## src/rtl/fifo_rr_sched_pkg.sv

```systemverilog
// Shared types and helpers for the FIFO round-robin burst scheduler.
// Latency: n/a (package only).
// Backpressure: n/a (package only).
//
// Contents:
//   STAT_W        width of each per-channel beat counter
//   sched_state_t scheduler FSM encoding
//   clog2_min1()  index width that never collapses to zero bits
package fifo_rr_sched_pkg;

    localparam int STAT_W = 32;

    typedef enum logic [0:0] {
        IDLE  = 1'b0,
        BURST = 1'b1
    } sched_state_t;

    // A one-channel build still needs a 1-bit channel index.
    function automatic int clog2_min1(input int n);
        int w;
        w = $clog2(n);
        return (w < 1) ? 1 : w;
    endfunction

endpackage

```

## src/rtl/fifo_rr_sched_if.sv

```systemverilog
// Bundle of per-channel FWFT FIFO read signals plus the shared output stream.
// Latency: n/a (wiring only).
// Backpressure: out_rdy from the consumer; fifo_rd pops the granted FIFO.
//
// Signals:
//   fifo_empty [N]        per-channel FWFT empty flag (0 = head word valid)
//   fifo_dout  [N*WIDTH]  per-channel head word, channel i at [i*WIDTH +: WIDTH]
//   fifo_rd    [N]        per-channel pop strobe, one-hot or zero
//   out_vld/out_rdy       output stream handshake
//   out_data/out_ch       selected word and its source channel
//   out_last              final beat of the current burst
// Modports: master = scheduler side, slave = FIFO/consumer side.
interface fifo_rr_sched_if
    import fifo_rr_sched_pkg::*;
#(
    parameter int N     = 4,
    parameter int WIDTH = 32
);
    localparam int CH_W = clog2_min1(N);

    logic [N-1:0]       fifo_empty;
    logic [N*WIDTH-1:0] fifo_dout;
    logic [N-1:0]       fifo_rd;
    logic               out_vld;
    logic               out_rdy;
    logic [WIDTH-1:0]   out_data;
    logic [CH_W-1:0]    out_ch;
    logic               out_last;

    modport master (
        input  fifo_empty,
        input  fifo_dout,
        input  out_rdy,
        output fifo_rd,
        output out_vld,
        output out_data,
        output out_ch,
        output out_last
    );

    modport slave (
        output fifo_empty,
        output fifo_dout,
        output out_rdy,
        input  fifo_rd,
        input  out_vld,
        input  out_data,
        input  out_ch,
        input  out_last
    );

endinterface

```

## src/rtl/fifo_rr_sched_rr_pick.sv

```systemverilog
// Rotating-priority picker: first requester after 'last', wrapping modulo N.
// Latency: purely combinational.
// Backpressure: none; caller decides when to register the pick.
//
// Ports:
//   req  [N]     request vector
//   last [CH_W]  most recently served index; search starts at last+1
//   any          at least one request present
//   idx  [CH_W]  chosen index (0 when any=0)
module rr_pick
    import fifo_rr_sched_pkg::*;
#(
    parameter int N = 4,
    localparam int CH_W = clog2_min1(N)
) (
    input  logic [N-1:0]    req,
    input  logic [CH_W-1:0] last,
    output logic            any,
    output logic [CH_W-1:0] idx
);

    // base+k wraps at N, not at 2**CH_W, so non-power-of-two N never
    // produces an index past the last real channel. base < N and k <= N,
    // so one conditional subtraction is enough.
    function automatic logic [CH_W-1:0] nth_after(input logic [CH_W-1:0] base, input int k);
        int s;
        s = int'(base) + k;
        if (s >= N) begin
            s = s - N;
        end
        return CH_W'(s);
    endfunction

    // k = 1 is the highest priority (the channel right after 'last');
    // k = N wraps back to 'last' itself, so a lone requester is re-granted.
    always_comb begin
        any = 1'b0;
        idx = '0;
        for (int k = 1; k <= N; k++) begin
            if (!any && req[nth_after(last, k)]) begin
                any = 1'b1;
                idx = nth_after(last, k);
            end
        end
    end

endmodule

```

## src/rtl/fifo_rr_sched.sv

```systemverilog
// Round-robin burst scheduler draining N FWFT FIFOs onto one valid/ready stream.
// Latency: one arbitration bubble per burst, then one word per cycle (combinational data path).
// Backpressure: out_rdy low holds grant, data and beat count; fifo_rd only pops on a handshake.
//
// Ports:
//   clk, rst    clock and synchronous active-high reset
//   bus         fifo_rr_sched_if.master (FIFO read side + output stream)
//   busy        scheduler is inside a burst
// Optional (FIFO_RR_SCHED_STATS_EN defined):
//   stat_clr    synchronous clear of all beat counters
//   stat_beats  N x 32-bit saturating per-channel transferred-word counters
module fifo_rr_sched
    import fifo_rr_sched_pkg::*;
#(
    parameter int N         = 4,
    parameter int WIDTH     = 32,
    parameter int MAX_BURST = 8
) (
    input  logic                 clk,
    input  logic                 rst,
    fifo_rr_sched_if.master      bus,
`ifdef FIFO_RR_SCHED_STATS_EN
    input  logic                 stat_clr,
    output logic [N*STAT_W-1:0]  stat_beats,
`endif
    output logic                 busy
);

    localparam int CH_W = clog2_min1(N);
    localparam int BC_W = $clog2(MAX_BURST + 1);

    localparam logic [BC_W-1:0] LAST_BEAT = BC_W'(MAX_BURST - 1);
    localparam logic [CH_W-1:0] LAST_CH   = CH_W'(N - 1);
    localparam logic [N-1:0]    CH0_BIT   = N'(1);

    sched_state_t    state;
    logic [CH_W-1:0] grant;
    logic [CH_W-1:0] last_grant;
    logic [BC_W-1:0] beat_cnt;

    logic            pick_any;
    logic [CH_W-1:0] pick_idx;
    logic [N-1:0]    req_vec;

    logic            in_burst;
    logic            cur_vld;
    logic            xfer;
    logic            is_last;
    logic [N-1:0]    rd_vec;

    logic [WIDTH-1:0] dout_arr [N];

    // ---------------------------------------------------------------
    // Head-word unpack so the output mux indexes by channel directly.
    // ---------------------------------------------------------------
    for (genvar i = 0; i < N; i++) begin : g_unpack
        assign dout_arr[i] = bus.fifo_dout[i*WIDTH +: WIDTH];
    end

    // ---------------------------------------------------------------
    // Arbitration: search starts just after the last granted channel.
    // ---------------------------------------------------------------
    assign req_vec = ~bus.fifo_empty;

    rr_pick #(
        .N (N)
    ) u_pick (
        .req  (req_vec),
        .last (last_grant),
        .any  (pick_any),
        .idx  (pick_idx)
    );

    // ---------------------------------------------------------------
    // Output path. Valid is suppressed while rst is high so a word that
    // happens to be on offer during the reset cycle is neither accepted
    // downstream nor popped from its FIFO.
    // ---------------------------------------------------------------
    assign in_burst = (state == BURST);
    assign cur_vld  = in_burst && !bus.fifo_empty[grant] && !rst;
    assign xfer     = cur_vld && bus.out_rdy;
    assign is_last  = cur_vld && (beat_cnt == LAST_BEAT);

    // Only the granted channel can ever pop, and only on a handshake,
    // which also guarantees the channel was non-empty.
    assign rd_vec   = xfer ? (CH0_BIT << grant) : '0;

    assign bus.out_vld  = cur_vld;
    assign bus.out_data = in_burst ? dout_arr[grant] : '0;
    assign bus.out_ch   = grant;
    assign bus.out_last = is_last;
    assign bus.fifo_rd  = rd_vec;
    assign busy         = in_burst;

    // ---------------------------------------------------------------
    // Scheduler FSM. last_grant resets to N-1 so channel 0 is searched
    // first. The grant is only released when the granted FIFO runs dry
    // without a transfer or when the final beat is accepted, so an
    // offered word is never withdrawn under backpressure.
    // ---------------------------------------------------------------
    always_ff @(posedge clk) begin
        if (rst) begin
            state      <= IDLE;
            grant      <= '0;
            last_grant <= LAST_CH;
            beat_cnt   <= '0;
        end else begin
            case (state)
                IDLE: begin
                    if (pick_any) begin
                        grant      <= pick_idx;
                        last_grant <= pick_idx;
                        beat_cnt   <= '0;
                        state      <= BURST;
                    end
                end
                BURST: begin
                    if (xfer) begin
                        beat_cnt <= beat_cnt + 1'b1;
                        if (is_last) begin
                            state <= IDLE;
                        end
                    end else if (bus.fifo_empty[grant]) begin
                        // Source ran dry mid-burst: give others a turn.
                        state <= IDLE;
                    end
                end
                default: begin
                    state <= IDLE;
                end
            endcase
        end
    end

`ifdef FIFO_RR_SCHED_STATS_EN
    // ---------------------------------------------------------------
    // Per-channel transferred-word counters. Clear wins over a
    // concurrent transfer; counters stick at all-ones.
    // ---------------------------------------------------------------
    for (genvar i = 0; i < N; i++) begin : g_stat
        logic [STAT_W-1:0] beats_q;

        always_ff @(posedge clk) begin
            if (rst || stat_clr) begin
                beats_q <= '0;
            end else if (rd_vec[i] && (beats_q != {STAT_W{1'b1}})) begin
                beats_q <= beats_q + 1'b1;
            end
        end

        assign stat_beats[i*STAT_W +: STAT_W] = beats_q;
    end
`endif

endmodule

```

## src/flat_wrapper.sv

```systemverilog
// flat-port wrapper written by rule: the top's interface ports become plain ports
module fifo_rr_sched_flat import fifo_rr_sched_pkg::*;
#(
    parameter int N         = 4,
    parameter int WIDTH     = 32,
    parameter int MAX_BURST = 8
)
  (clk, rst, busy, bus_fifo_empty, bus_fifo_dout, bus_out_rdy, bus_fifo_rd, bus_out_vld, bus_out_data, bus_out_ch, bus_out_last);
  fifo_rr_sched_if #(.N(N), .WIDTH(WIDTH)) bus_i ();
  input  logic clk;
  input  logic rst;
  output logic busy;
  input wire logic [$bits(bus_i.fifo_empty)-1:0] bus_fifo_empty;
  input wire logic [$bits(bus_i.fifo_dout)-1:0] bus_fifo_dout;
  input wire logic [$bits(bus_i.out_rdy)-1:0] bus_out_rdy;
  output wire logic [$bits(bus_i.fifo_rd)-1:0] bus_fifo_rd;
  output wire logic [$bits(bus_i.out_vld)-1:0] bus_out_vld;
  output wire logic [$bits(bus_i.out_data)-1:0] bus_out_data;
  output wire logic [$bits(bus_i.out_ch)-1:0] bus_out_ch;
  output wire logic [$bits(bus_i.out_last)-1:0] bus_out_last;
  assign bus_i.fifo_empty = bus_fifo_empty;
  assign bus_i.fifo_dout = bus_fifo_dout;
  assign bus_i.out_rdy = bus_out_rdy;
  assign bus_fifo_rd = bus_i.fifo_rd;
  assign bus_out_vld = bus_i.out_vld;
  assign bus_out_data = bus_i.out_data;
  assign bus_out_ch = bus_i.out_ch;
  assign bus_out_last = bus_i.out_last;
  fifo_rr_sched #(.N(N), .WIDTH(WIDTH), .MAX_BURST(MAX_BURST)) u_core (.clk(clk), .rst(rst), .bus(bus_i), .busy(busy));
endmodule
```

## config.mk

```make
export PLATFORM = sky130hd
export DESIGN_NAME = fifo_rr_sched_flat
export DESIGN_NICKNAME = d
export VERILOG_FILES = /design/src/rtl/fifo_rr_sched_pkg.sv /design/src/rtl/fifo_rr_sched_if.sv /design/src/rtl/fifo_rr_sched_rr_pick.sv /design/src/rtl/fifo_rr_sched.sv /design/src/flat_wrapper.sv
export SDC_FILE = /design/constraint.sdc
export NUM_CORES = 1
export LEC_CHECK = 0
export ABC_AREA = 1
export BUFFER_PORTS_ARGS = -buffer_cell sky130_fd_sc_hd__buf_2
export CELL_PAD_IN_SITES_DETAIL_PLACEMENT = 2
export CELL_PAD_IN_SITES_GLOBAL_PLACEMENT = 2
export CORE_ASPECT_RATIO = 0.7
export CORE_MARGIN = 2
export CORE_UTILIZATION = 16
export DETAILED_ROUTE_END_ITERATION = 7
export PLACE_DENSITY_LB_ADDON = 0.1
export SLEW_MARGIN = 20
export SYNTH_ARGS = -nofsm -noshare
export SYNTH_HDL_FRONTEND = slang
export SYNTH_HIERARCHICAL = 1
export SYNTH_SLANG_ARGS = --single-unit
```

## constraint.sdc

```tcl
create_clock -name clk -period 3.86 [get_ports clk]
set_clock_uncertainty 0.1 [all_clocks]
set_input_delay 0.386 -clock clk [delete_from_list [all_inputs] [get_ports clk]]
set_output_delay 0.386 -clock clk [all_outputs]
set_load 0.05 [all_outputs]
```

### After elaboration in Yosys (flattened, before gate mapping)

Cells that the tools add are included.

* bits of input ports: 135
* output and inout bits: 41
* flip-flop bits (word level): 9

* reduce and logical (&&, ||, !) cells: 14
* bitwise operators: 3
* shift-type cells: 1
* add/subtract/negate cells: 9
* eq/ne operators: 3
* multiplexer cells: 35
* magnitude comparators: 10

Operator list (count)
* 2-to-1 mux 32 bit: 3
* binary-select mux 32 bit (select 2 bit): 1
* 2-to-1 mux 2 bit: 8
* less-than comparator 2 x 3 -> 1 bit, second input constant: 5
* 2-to-1 mux 1 bit: 13
* >= comparator 3 bit, second input constant: 4
* 2-to-1 mux 4 bit: 3
* binary-select mux 1 bit (select 2 bit): 5
* case mux 4 bit (2 select lines): 1
* subtractor 2 x 1 -> 2 bit, second input constant: 4
* logical AND 1 bit: 7
* adder 2 x 2 -> 3 bit, second input constant: 2
* logical NOT 1 bit: 5
* adder 2 x 3 -> 4 bit, second input constant: 1
* adder 4 x 1 -> 4 bit, second input constant: 1
* == test 4 x 3 -> 1 bit, second input constant: 1
* >= comparator 4 x 3 -> 1 bit, second input constant: 1
* NOT 4 bit: 1
* AND reduction 2 bit: 2
* left shift 1 x 2 -> 4 bit, first input constant: 1
* adder 2 x 1 -> 3 bit, second input constant: 1
* NOT 2 -> 3 bit: 1
* != test 2 x 1 -> 1 bit, second input constant: 1
* != test 2 bit, second input constant: 1
* other kinds (2): 2

### Longest topological paths before layout

* depth in word-level cells: 17
* depth in mapped cells: 13
* mapped depth without buffers: 12

### Hierarchy

The synthesis kept the hierarchy.

Modules (own cells, without submodules)
* fifo_rr_sched: times used 1, cells an instance 190, area an instance 1302.5 sq um, seq. area each 180.2 sq um
* rr_pick: times used 1, cells an instance 49, area an instance 290.3 sq um, seq. area each 0.0 sq um

### Least setup slack after synthesis

No wires, ideal clock.

* path type: register to output
* start point: register u_core.grant[0] (netlist: u_core/bus.out_ch[0])
* end point: output bus_out_last
* path buffers: 1
* arrival: 2.342 ns
* stages on the path, launching flop included: 7
* path slack: 1.032 ns
* cells stage by stage: dfxtp_1 buf_6 inv_2 nand3_2 nand2_1 nor3_2 and3_1

* longest elaborated chain between the ends: 6

Ends and longest elaborated chain
* from (decl): RTL line fifo_rr_sched.sv:37 `logic [CH_W-1:0] grant;`
* from (signal assigned): RTL line fifo_rr_sched.sv:111 `grant <= pick_idx;`
* binary-select mux 1 bit (select 2 bit): RTL line fifo_rr_sched.sv:80 `assign cur_vld = in_burst && !bus.fifo_empty[grant] && !rst;`
* 2-to-1 mux 1 bit (implied by the code): RTL line fifo_rr_sched.sv:80
* logical NOT 1 bit: RTL line fifo_rr_sched.sv:80
* logical AND 1 bit (2 in series): RTL line fifo_rr_sched.sv:80
* named net bus_out_vld: RTL line flat_wrapper.sv:17 `output wire logic [$bits(bus_i.out_vld)-1:0] bus_out_vld;`
* logical AND 1 bit: RTL line fifo_rr_sched.sv:82 `assign is_last = cur_vld && (beat_cnt == LAST_BEAT);`
* to (decl): RTL line flat_wrapper.sv:20 `output wire logic [$bits(bus_i.out_last)-1:0] bus_out_last;`

The timed path passes the listed nets, and every way through them passes these cells. The select of a mux whose other input is x is not followed.

### Worst setup path in the final report

* start point: register u_core.grant[1] (netlist: u_core/bus.out_ch[1])
* end point: output bus_out_data[19]

* longest elaborated chain between the ends: 5

Ends and longest elaborated chain
* NOT 2 -> 3 bit (implied by the code): RTL line fifo_rr_sched.sv:89 `assign bus.out_data = in_burst ? dout_arr[grant] : '0;`
* binary-select mux 32 bit (select 2 bit): RTL line fifo_rr_sched.sv:89
* 2-to-1 mux 32 bit (implied by the code) (2 in series): RTL line fifo_rr_sched.sv:89
* 2-to-1 mux 32 bit: RTL line fifo_rr_sched.sv:89
* to (decl): RTL line flat_wrapper.sv:18 `output wire logic [$bits(bus_i.out_data)-1:0] bus_out_data;`

No other way between the ends. The select of a mux whose other input is x is not followed.

==> impl_metrics.tcl <==
set metrics [dict create \
    status "finished, final reports clean" \
    synth_top_area_share_pct 30.16 \
    slowest_delay_ns 0.67 \
    timing.hold.ws_ns 0.3162 \
    hold_viol_final 0 \
    area_growth_pct 64.26 \
    clkTransAtPathRegs_ns 0.04 \
    dieArea_um2 10780 \
    regArea_um2 180.2 \
    fin_crit_sh_pct 72.25 \
    htreeDepth 1 \
    hold_buffers 0 \
    max-slew-margin-rel_pct 52.82 \
    fp.dieW_um 123.3 \
    first_pass_iters 4 \
    cts.repair.resized 0 \
    fin_crit_ns 2.789 \
    grt_pass1_vias 2469 \
    cp_slowest_cell "dfxtp_1" \
    synth_nets 375 \
    max_freq_ghz 0.3586 \
    crit_path_end_kind "primary output" \
    critical_path.startpoint_type "register" \
    grt_usage_pct 16.32 \
    p_leak_nw 1.346 \
    cp_max_fo 32 \
    hpwlAfterDp_mm 7.683 \
    io_pins 176 \
    cts.sinks 9 \
    nNetsFinal 539 \
    hold_path_class "in -> reg" \
    rr_startpoint "u_core/last_grant[0]" \
    drc 0 \
    routed_wl_mm 9.705 \
    crit_required_ns 3.37 \
    worst_slew_pin_slew_ns 0.7067 \
    reg2regPathDepth 12 \
    core_area_um2 9684 \
    initial_core_util_pct 16.45 \
    ys_ff_latch 9 \
    yosysWarnings 6 \
    io_buffers 175 \
    peakVddDrop_mv 0.5213 \
    p_per_area_nw_per_um2 806.9 \
    grt_antenna_before_repair 2 \
    clkLatencyLatePin_ns 0.23 \
    clockBufferDepth 2 \
    place_congestion 0.7224 \
    clock-root-buffer "clkbuf_16" \
    cts_buffers 3 \
    wl_per_cell_um 18.24 \
    dieHeight_um 87.48 \
    finalSetupViolCount 0 \
    synth_area_leaders "a22oi_1, a21oi_1, dfxtp_1" \
    syn_area_um2 1593 \
    worstSetupStartpoint "u_core/bus.out_ch[1]" \
    postCtsSetupBuffers 0 \
    r2r_setup_slack_ns 1.76 \
    rsz0062_at_grt "false" \
    crit_type "reg -> out" \
    postSynthCellCount 239 \
    synth_top_area_cell "a22oi_1" \
    r2r-end "u_core/beat_cnt[3]" \
    drv_cap 0 \
    num_rows 30 \
    grt_pass1_wl_mm 13.66 \
    grt_start_max_net_pins 36 \
    tritoncts "built" \
    fillers 1205 \
    first_iter_violations 112 \
    multi_input_area_um2 1229 \
    gr-total-overflow 0 \
    ys_types 32 \
    final_max_slew_viol_count 0 \
    num_vias 2489 \
    drive_gt1_share_pct 53.98 \
    total_power_w 0.002111 \
    path_cells "nand2_2 > inv_2 > a22oi_1 > a21oi_1 > buf_2" \
    arrival_ns 2.30 \
    yosysSeqAreaShare_pct 11.31 \
    routed_via_density 4.679 \
    avgSynthCellArea_um2 6.664 \
    cp-endpoint "bus_out_data[19]" \
    tns_ns 0 \
    ant_nets 0 \
]
## Yosys cell counts
cell	number
nand3_2	2
a21oi_1	37
and3_1	1
inv_4	1
dfxtp_1	9
clkbuf_1	3
nor2_2	3
inv_1	11
ha_1	1
a21oi_2	1
buf_2	9
nand4_1	4
xor2_1	1
nand2_1	34
a22oi_1	64
o21ai_0	1
buf_6	3
nor2_4	3
nor3_1	4
inv_6	1
or2_1	1
nand3_4	1
nand3_1	11
o21a_1	1
nand3b_1	1
nor2_8	1
nor3_2	1
buf_4	3
inv_2	4
nand2_2	13
nand2_4	5
nor2_1	4
## power by group
group	internal, W	switching, W
Sequential	0.000118	0.0000725
Clock	0.000137	0.0000469
Combinational	0.000454	0.00128
## placed cells by master, fill, tap and decap left out, types with 2 or more instances in the layout
master	count
buf_2	175
a22oi_1	64
a21oi_1	37
nand2_1	34
nand2_2	13
inv_1	11
nand3_1	11
dfxtp_1	9
nand2_4	5
inv_2	4
nor2_1	4
nor3_1	4
nand4_1	4
clkbuf_16	3
nor2_2	3
nor2_4	3
diode_2	2
nand3_2	2
buf_4	2
## flip-flops by register name, summed over array words and instances (netlist names)
| name | cells |
|---|---|
| u_core/last_grant | 2 |
| u_core/beat_cnt | 4 |
| u_core/busy | 1 |
| u_core/bus.out_ch | 2 |
## per-layer routing
| layer | wire [um] | GRT usage [%] |
|---|---|---|
| met3 | 710 | 2.945 |
| met1 | 4216 | 20.85 |
| met2 | 4704 | 29.02 |
| met5 | 0 | 0 |
| met4 | 74 | 2.583 |
## cell families after synthesis
group	after synthesis	synth area share, %
adders and majority gates	1	0.7854
and+or+nand+nor	89	32.68
buffers and inverters	35	11.55
AOI/OAI and AO/OA	104	43.13
DFF	9	11.31
xor gates and xnor gates	1	0.5500
## layout make-up
cell class	count	area share (%)
Inverter	17	2.726
Clock buffer	3	2.869
Timing Repair Buffer	177	34.05
Sequential cell	9	6.887
Clock inverter	1	0.1913
Multi-Input combinational cell	195	46.96
Antenna cell	2	0.1913
Tap cell	128	6.121
## worst min path at each step
stage                                   from                 end  cells past startpoint
after global routing                     rst  u_core/beat_cnt[2]                      2
after CTS                                rst  u_core/beat_cnt[2]                      2
after floorplan           u_core/beat_cnt[1]  u_core/beat_cnt[1]                      2
after global placement    u_core/beat_cnt[1]  u_core/beat_cnt[1]                      2
final                                    rst  u_core/beat_cnt[2]                      2
after detailed placement  u_core/beat_cnt[1]  u_core/beat_cnt[1]                      2
## critical path, delay by kind of cell, from the launching register on
kind                   cells  cell delay, ns
buffers and inverters      2            0.81
DFF                        1            0.67
AOI/OAI and AO/OA          2            0.42
and+or+nand+nor            1            0.17
## through the flow
step           area [um^2]  util [%]  cells  setup WS (ns)
2_1_floorplan         1593         -    239          1.032
3_3_place_gp          2531     26.14    526          1.349
3_5_place_dp          2531     26.14    526          1.283
4_1_cts               2611     26.96    530          1.026
5_1_grt               2614     26.99    531         0.8875
6_report              2616     27.02    532          1.071
Note: power is estimated with default switching activity, not from simulation.
